`src/rtl/flight_phase_sequencer.sv`:
```
// Flight-profile stimulus for the cabin controller: dwell-timed phase sequencing,
// rate-limited crew lighting pulses, fault stretching and maintenance gating.
module flight_phase_sequencer #(
   parameter int unsigned DWELL_CYCLES  = 25,
   parameter int unsigned CRUISE_CYCLES = 200,
   parameter int unsigned LIGHT_GAP     = 60,
   parameter int unsigned FAULT_HOLD    = 10
) (
   input  logic       clk,
   input  logic       reset,
   input  logic       start,
   input  logic       abort,
   input  logic       light_req,
   input  logic       fault_in,
   input  logic       maint_req,
   output logic [2:0] flight_phase,
   output logic       lighting_cmd,
   output logic       fault_detected,
   output logic       maintenance_mode,
   output logic       busy,
   output logic       done
);

   localparam int unsigned DwellMax = (CRUISE_CYCLES > DWELL_CYCLES) ? CRUISE_CYCLES
                                                                      : DWELL_CYCLES;
   localparam int unsigned DwellW   = $clog2(DwellMax + 1);
   localparam int unsigned GapW     = $clog2(LIGHT_GAP + 1);
   localparam int unsigned HoldW    = $clog2(FAULT_HOLD + 1);

   // Low three bits are the phase code; IDLE sets bit 3 so it reads out as 000.
   localparam logic [3:0] StGround  = 4'b0000;
   localparam logic [3:0] StTaxi    = 4'b0001;
   localparam logic [3:0] StTakeoff = 4'b0010;
   localparam logic [3:0] StClimb   = 4'b0011;
   localparam logic [3:0] StCruise  = 4'b0100;
   localparam logic [3:0] StDescent = 4'b0101;
   localparam logic [3:0] StLanding = 4'b0110;
   localparam logic [3:0] StIdle    = 4'b1000;

   // Counters run down to zero, so a load of N-1 holds the phase N cycles.
   localparam logic [DwellW-1:0] DwellLoad  = DwellW'(DWELL_CYCLES - 1);
   localparam logic [DwellW-1:0] CruiseLoad = DwellW'(CRUISE_CYCLES - 1);
   localparam logic [GapW-1:0]   GapLoad    = GapW'(LIGHT_GAP);
   localparam logic [HoldW-1:0]  HoldLoad   = HoldW'(FAULT_HOLD);

   logic [3:0]        state_q, state_d;
   logic [DwellW-1:0] dwell_q, dwell_d;
   logic [GapW-1:0]   gap_q, gap_d;
   logic [HoldW-1:0]  hold_q, hold_d;
   logic              light_q, rise_q;
   logic              pend_q, pend_d;
   logic              cmd_q, cmd_d;
   logic              fdet_q, fdet_d;
   logic              maint_q, maint_d;
   logic              busy_q, busy_d;
   logic              done_q, done_d;
   logic              in_cruise;

   always_comb begin
      state_d = state_q;
      dwell_d = dwell_q;
      done_d  = 1'b0;
      if (state_q == StIdle) begin
         if (start && !maint_q) begin
            state_d = StGround;
            dwell_d = DwellLoad;
         end
      end else if (abort && (state_q != StLanding)) begin
         if ((state_q == StGround) || (state_q == StTaxi)) begin
            state_d = StIdle;
            dwell_d = '0;
         end else begin
            state_d = StLanding;
            dwell_d = DwellLoad;
         end
      end else if (dwell_q != '0) begin
         dwell_d = dwell_q - DwellW'(1);
      end else if (state_q == StLanding) begin
         state_d = StIdle;
         done_d  = 1'b1;
      end else begin
         state_d = state_q + 4'd1;
         dwell_d = (state_q == StClimb) ? CruiseLoad : DwellLoad;
      end
   end

   // A pending request fires on the cycle the gap counter drains to zero.
   always_comb begin
      in_cruise = (state_q == StCruise);
      cmd_d     = in_cruise && ((rise_q && (gap_q == '0)) ||
                                (pend_q && (gap_q <= GapW'(1))));
      if (cmd_d) begin
         gap_d = GapLoad;
      end else if (gap_q != '0) begin
         gap_d = gap_q - GapW'(1);
      end else begin
         gap_d = '0;
      end
      if (!in_cruise || cmd_d) begin
         pend_d = 1'b0;
      end else if (rise_q && (gap_q != '0)) begin
         pend_d = 1'b1;
      end else begin
         pend_d = pend_q;
      end
   end

   always_comb begin
      hold_d = '0;
      fdet_d = 1'b0;
      if (fault_in) begin
         hold_d = HoldLoad;
         fdet_d = 1'b1;
      end else if (hold_q != '0) begin
         hold_d = hold_q - HoldW'(1);
         fdet_d = 1'b1;
      end
   end

   always_comb begin
      maint_d = maint_req && (state_d == StIdle);
      busy_d  = (state_d != StIdle);
   end

   always_ff @(posedge clk or posedge reset) begin
      if (reset) begin
         state_q <= StIdle;
         dwell_q <= '0;
         gap_q   <= '0;
         hold_q  <= '0;
         light_q <= 1'b0;
         rise_q  <= 1'b0;
         pend_q  <= 1'b0;
         cmd_q   <= 1'b0;
         fdet_q  <= 1'b0;
         maint_q <= 1'b0;
         busy_q  <= 1'b0;
         done_q  <= 1'b0;
      end else begin
         state_q <= state_d;
         dwell_q <= dwell_d;
         gap_q   <= gap_d;
         hold_q  <= hold_d;
         light_q <= light_req;
         rise_q  <= light_req && !light_q;
         pend_q  <= pend_d;
         cmd_q   <= cmd_d;
         fdet_q  <= fdet_d;
         maint_q <= maint_d;
         busy_q  <= busy_d;
         done_q  <= done_d;
      end
   end

   assign flight_phase     = state_q[2:0];
   assign lighting_cmd     = cmd_q;
   assign fault_detected   = fdet_q;
   assign maintenance_mode = maint_q;
   assign busy             = busy_q;
   assign done             = done_q;

endmodule
```
`config.mk`:
```
export PLATFORM = sky130hd
export DESIGN_NAME = flight_phase_sequencer
export DESIGN_NICKNAME = d
export VERILOG_FILES = /design/src/rtl/flight_phase_sequencer.sv
export SDC_FILE = /design/constraint.sdc
export NUM_CORES = 1
export LEC_CHECK = 0
export CAP_MARGIN = 40
export CORE_MARGIN = 2
export CORE_UTILIZATION = 60
export CTS_BUF_LIST = sky130_fd_sc_hd__clkbuf_2 sky130_fd_sc_hd__clkbuf_4 sky130_fd_sc_hd__clkbuf_8
export CTS_CLUSTER_DIAMETER = 30
export DETAILED_ROUTE_END_ITERATION = 16
export PLACE_DENSITY = 0.94
export REMOVE_ABC_BUFFERS = 1
export SLEW_MARGIN = 15
export SYNTH_ARGS = -nofsm -noshare
export SYNTH_HDL_FRONTEND = slang
export SYNTH_SLANG_ARGS = --single-unit
```
`constraint.sdc`:
```
create_clock -name clk -period 3.2 [get_ports clk]
set_input_delay 0.64 -clock clk [delete_from_list [all_inputs] [get_ports clk]]
set_output_delay 0.64 -clock clk [all_outputs]
set_load 0.05 [all_outputs]
```
Word-level counts from Yosys, hierarchy flattened. Index checks and enable logic that the tools add are counted.

Bits of input ports: 7. Bits in registers: 30. Output and inout port bits: 8. Logic and storage cells: 73.

Reduce and logical (&&, ||, !) cells: 21. Add/subtract/negate cells: 4. Multiplexer cells: 25. Magnitude comparators: 1. Equality and inequality tests: 10.

Operators with widths (count): 8-bit 2-to-1 mux (6); 4-bit 2-to-1 mux (8); 6-bit 2-to-1 mux (2); 4-bit by 3-bit equality test with 1-bit output (second input constant) (2); 4-bit equality test (second input constant) (2); 1-bit logical AND (8); 1-bit 2-to-1 mux (8); 4-bit != test (second input constant) (2); 8-bit nonzero test (1); 8-bit by 1-bit subtractor with 8-bit output (second input constant) (1); 6-bit by 1-bit less-or-equal comparator with 1-bit output (second input constant) (1); 6-bit logical NOT (1); 6-bit nonzero test (1); 6-bit by 1-bit subtractor with 6-bit output (second input constant) (1); 5-bit 2-to-1 mux (1); 4-bit by 1-bit adder with 4-bit output (second input constant) (1); 4-bit by 1-bit equality test with 1-bit output (second input constant) (1); 4-bit by 2-bit equality test with 1-bit output (second input constant) (1); 4-bit logical NOT (1); 4-bit by 3-bit != test with 1-bit output (second input constant) (1); 4-bit nonzero test (1); 4-bit by 1-bit subtractor with 4-bit output (second input constant) (1); 1-bit logical NOT (3); 1-bit logical OR (3); other kinds (3) (3).

Longest topological paths before layout.
Depth in word-level cells: 7. Mapped depth: 8. Depth with buffers taken out: 6.

Worst setup path after synthesis. Ideal clock, no wire load.

Path type: reg2reg. From: reg dwell_q[0]. To: reg maint_q, in the netlist maintenance_mode. Setup slack: 1147 ps. Clock period less this slack: 2053 ps. Required time: 3080 ps. Path buffers: 1. Cell stages (with the launch flop): 8. Arrival time: 1933 ps. Setup time: 120 ps. Cell sequence: dfrtp_1 inv_1 ha_1 or3b_1 clkbuf_1 or4_1 o211a_1 o211a_1.

Cells in the longest elaborated chain, start to end: 6.

Ends and longest elaborated chain: from (decl) (line 47) `logic [DwellW-1:0] dwell_q, dwell_d;`; from (signal assigned) (line 141) `dwell_q <= dwell_d;`; 8-bit nonzero test (line 76) `end else if (dwell_q != '0) begin`; 4-bit 2-to-1 mux (line 76); 4-bit 2-to-1 mux (line 68) `end else if (abort && (state_q != StLanding)) begin`; 4-bit 2-to-1 mux (line 63) `if (state_q == StIdle) begin`; 4-bit equality test (line 121) `maint_d = maint_req && (state_d == StIdle);`; 1-bit logical AND (line 121); named net maint_d (line 54) `logic maint_q, maint_d;`; to (signal assigned) (line 149) `maint_q <= maint_d;`; to (decl) (line 54).

The timed path passes the listed nets, and every way through them passes these cells. A chain may end at the register's enable or synchronous reset.

Final worst setup path.
From: reg state_q[1]. To: out flight_phase[1].

RTL lines: from (decl) (line 46) `logic [3:0] state_q, state_d;`; from (signal assigned) (line 127) `state_q <= StIdle;`; from (signal assigned) (line 140) `state_q <= state_d;`; to (decl) (line 16) `output logic [2:0] flight_phase,`.

No word-level cell between the ends.

==> run_results.csv <==
group,metric,value,unit
timing,fmax,392,MHz
die,start_util,0.624,
clocking,path_clk_slew,90,ps
clocking,cts_inserted_buffers,5,
worst_setup_path,endpoint_kind,"output port",
synth,muxShareOfSynthArea,0.00666,
worst_setup_path,cp-endpoint,"flight_phase[1]",
synth,synthArstFlopShare,1.00,
synth,yosys-top-cells-count,"29 x dfrtp_1, 13 x nand2_1, 12 x inv_1, 12 x o21ai_0",
power,total_power,1.74,mW
global_route,antenna_found_initial,0,
timing,fin_worst_skew,4.65,ps
die,rows,19,
worst_setup_path,crit_cells,1,
final_layout,layout.nets,203,
synth,ys_warn_count,0,
clocking,worstSkewPairLatency,330,ps
die,dieArea,0.00326,mm²
worst_setup_path,arrival,1910,ps
synth,synth_cell_types,55,
die,die_w,57.1,µm
worst_setup_path,crit_slowest_cell,"clkdlybuf4s50_1",
timing,hold_viol,0,
worst_setup_path,path_delay_family,"buffers and inverters",
timing,setup_violations,0,
worst_setup_path,reg2reg_depth,6,
synth,synth_xor_area_frac,0.0259,
place,hpwl,2680,µm
final_layout,nFillCells,219,
power,p_leak,0.804,nW
clocking,clock-sinks,30,
routing,drcViolationCount,0,
timing,final.setup.tns,0,ps
worst_setup_path,max_stage_delay,900,ps
power,peakVddDrop,0.651,mV
timing,min_period_over_period,0.797,
clocking,htreeDepth,2,
worst_setup_path,worst-path-max-fanout,19,
routing,finalWirelength,3760,µm
status,status,"completed",
hold_path,hp-class,"reg -> reg",
final_layout,postLayoutCoreUtil,0.699,
timing,maxSlewViolCount,0,
worst_setup_path,rrSetupSlack,970,ps
clocking,cts_resized,0,
worst_setup_path,path_buf_inv,1,
final_layout,drive_above_1_share,0.0829,
synth,synth_cells,180,
synth,synthAdderAreaFrac,0.0296,
power,p_per_area,916,mW/mm²
final_layout,register_area,752,µm²
synth,synth_seq_cells,30,
routing,num_vias,1457,
worst_setup_path,critPathKind,"reg -> out",
routing,dr.pass1.iters,5,
timing,fin_crit,2550,ps
synth,synth_compound_area_frac,0.215,
clocking,postCtsSetupRepairBufs,0,
worst_setup_path,cp.required,2560,ps
global_route,grt_start_max_net_pins,31,
place,numPortBuffers,14,
worst_setup_path,startpoint_type,"flop",
routing,drt_iter0_markers,119,
clocking,cts_hold_buf,0,
final_layout,antennaDiodeCount,0,
timing,timing.slew.headroom,0.543,
worst_setup_path,critical_path.cell_chain,"clkdlybuf4s50_1",
clocking,cts_root_buf,"clkbuf_4",
flow_run,max_cap_viol_count,0,
routing,via_per_inst,6.50,
global_route,grt_use_total,0.267,
synth,synth_area_leaders,"dfrtp_1 43%, o21ai_0 3.6%, a21oi_1 3.0%",
place,gpl.final_weighted_congestion,0.895,
routing,wl_per_cell,16.8,µm
synth,synth_top_area_share,0.429,
die,die_h,57.1,µm
worst_setup_path,rr_startpoint,"dwell_q[0]$_DFFE_PP0P_",
die,ios,15,
timing,grt_setup_unrepaired,"no",
global_route,grt_remaining_overflow,0,
synth,synth_ff_type,"dfrtp_1",
synth,synth_top_family_by_area,"simple AND/OR/NAND/NOR gates",
synth,synth-edff-count,0,
timing,worstMarginPinSlew,680,ps
synth,synth-seq-area-share,0.445,
worst_setup_path,reg2reg_to,"state_q[2]$_DFF_PP0_",
die,core_area,0.00271,mm²
worst_setup_path,crit_start,"state_q[1]$_DFF_PP0_",
global_route,grt_pass1_vias,1412,
clocking,max-clock-path-buffers,2,
synth,syn_area_per_cell,9.40,µm²
global_route,grt_pass1_wl,6690,µm
final_layout,multi_input_area,841,µm²
synth,synth-simple-area-share,0.220,
clocking,cts_tree,"done",
synth,yosys.area.top_type,"dfrtp_1",
synth,syn_area,0.00169,mm²
final_layout,area_growth,12.1,%
synth,synth_most_common_cell,"dfrtp_1",
routing,ant_nets,0,
per-layer routing:
metal  track usage  vias up  share of wire
met5             0        -              0
met4        0.0930        0          0.023
met3        0.0771       14          0.064
met2         0.433       75           0.49
met1         0.344      690           0.42
li1              -      678              -
cell usage in the layout (no fill, tap or decap), types with 2 or more instances in the layout:
cell	count
nand3_1	4
o211a_1	2
or3_1	2
o31ai_1	3
dfrtp_1	29
xnor2_1	3
nor4b_1	3
inv_1	12
nor4bb_1	2
nand2_1	13
xor2_1	2
clkbuf_4	6
nor2b_1	5
nor3b_1	2
o21ai_0	12
ha_1	4
a21oi_1	10
and2_1	2
o211ai_1	3
a22o_1	4
buf_4	2
o311ai_0	2
nand2b_1	2
nor3_1	10
nor2_1	7
clkdlybuf4s50_1	14
nor4_1	3
metrics by stage:
| step | instance area, µm² | setup WS [ps] | cells | hold slack (ps) |
|---|---|---|---|---|
| final | 1900 | 648 | 224 | 422 |
| after CTS | 1900 | 642 | 224 | 424 |
| after floorplan | 1640 | 1190 | 169 | 378 |
| after global routing | 1900 | 543 | 224 | 440 |
| after global placement | 1830 | 922 | 216 | 384 |
| after detailed placement | 1830 | 769 | 216 | 410 |
how the worst min path moves through the flow:
stage,from,end,slack [ps],cells after the start
after floorplan,light_q$_DFF_PP0_,rise_q$_DFF_PP0_,380,1
after global placement,light_q$_DFF_PP0_,rise_q$_DFF_PP0_,380,1
after detailed placement,light_q$_DFF_PP0_,rise_q$_DFF_PP0_,410,1
after CTS,light_q$_DFF_PP0_,rise_q$_DFF_PP0_,420,1
final,light_q$_DFF_PP0_,rise_q$_DFF_PP0_,420,1
after global routing,light_q$_DFF_PP0_,rise_q$_DFF_PP0_,440,1
power breakdown:
group          internal (mW)  switching [mW]
combinational          0.348           0.450
sequential             0.505           0.189
clock                  0.115           0.129
kinds of logic (layout without fill, tap and decap cells):
family                   Yosys count  after routing
AND/OR/NAND/NOR                   64             64
AO/OA/AOI/OAI                     53             53
flip-flops                        30             30
buffers and inverters             23             36
XOR/XNOR                           5              5
adder cells (fa/ha/maj)            4              4
multiplexers                       1              1
cell type report:
cell class              instances  area share
repair buffers                 16      0.0818
well taps                      31      0.0205
flip-flops and latches         30       0.397
clock buffers                   7      0.0310
clock inverters                 1     0.00264
multi-input cells             127       0.444
inverters                      12      0.0238
sequential cells by signal, indices dropped and copies added (netlist names):
signal	cells
lighting_cmd	1
busy	1
done	1
rise_q	1
light_q	1
hold_q	4
maintenance_mode	1
gap_q	6
dwell_q	8
pend_q	1
fault_detected	1
state_q	4
(Power assumes the default switching activity.)
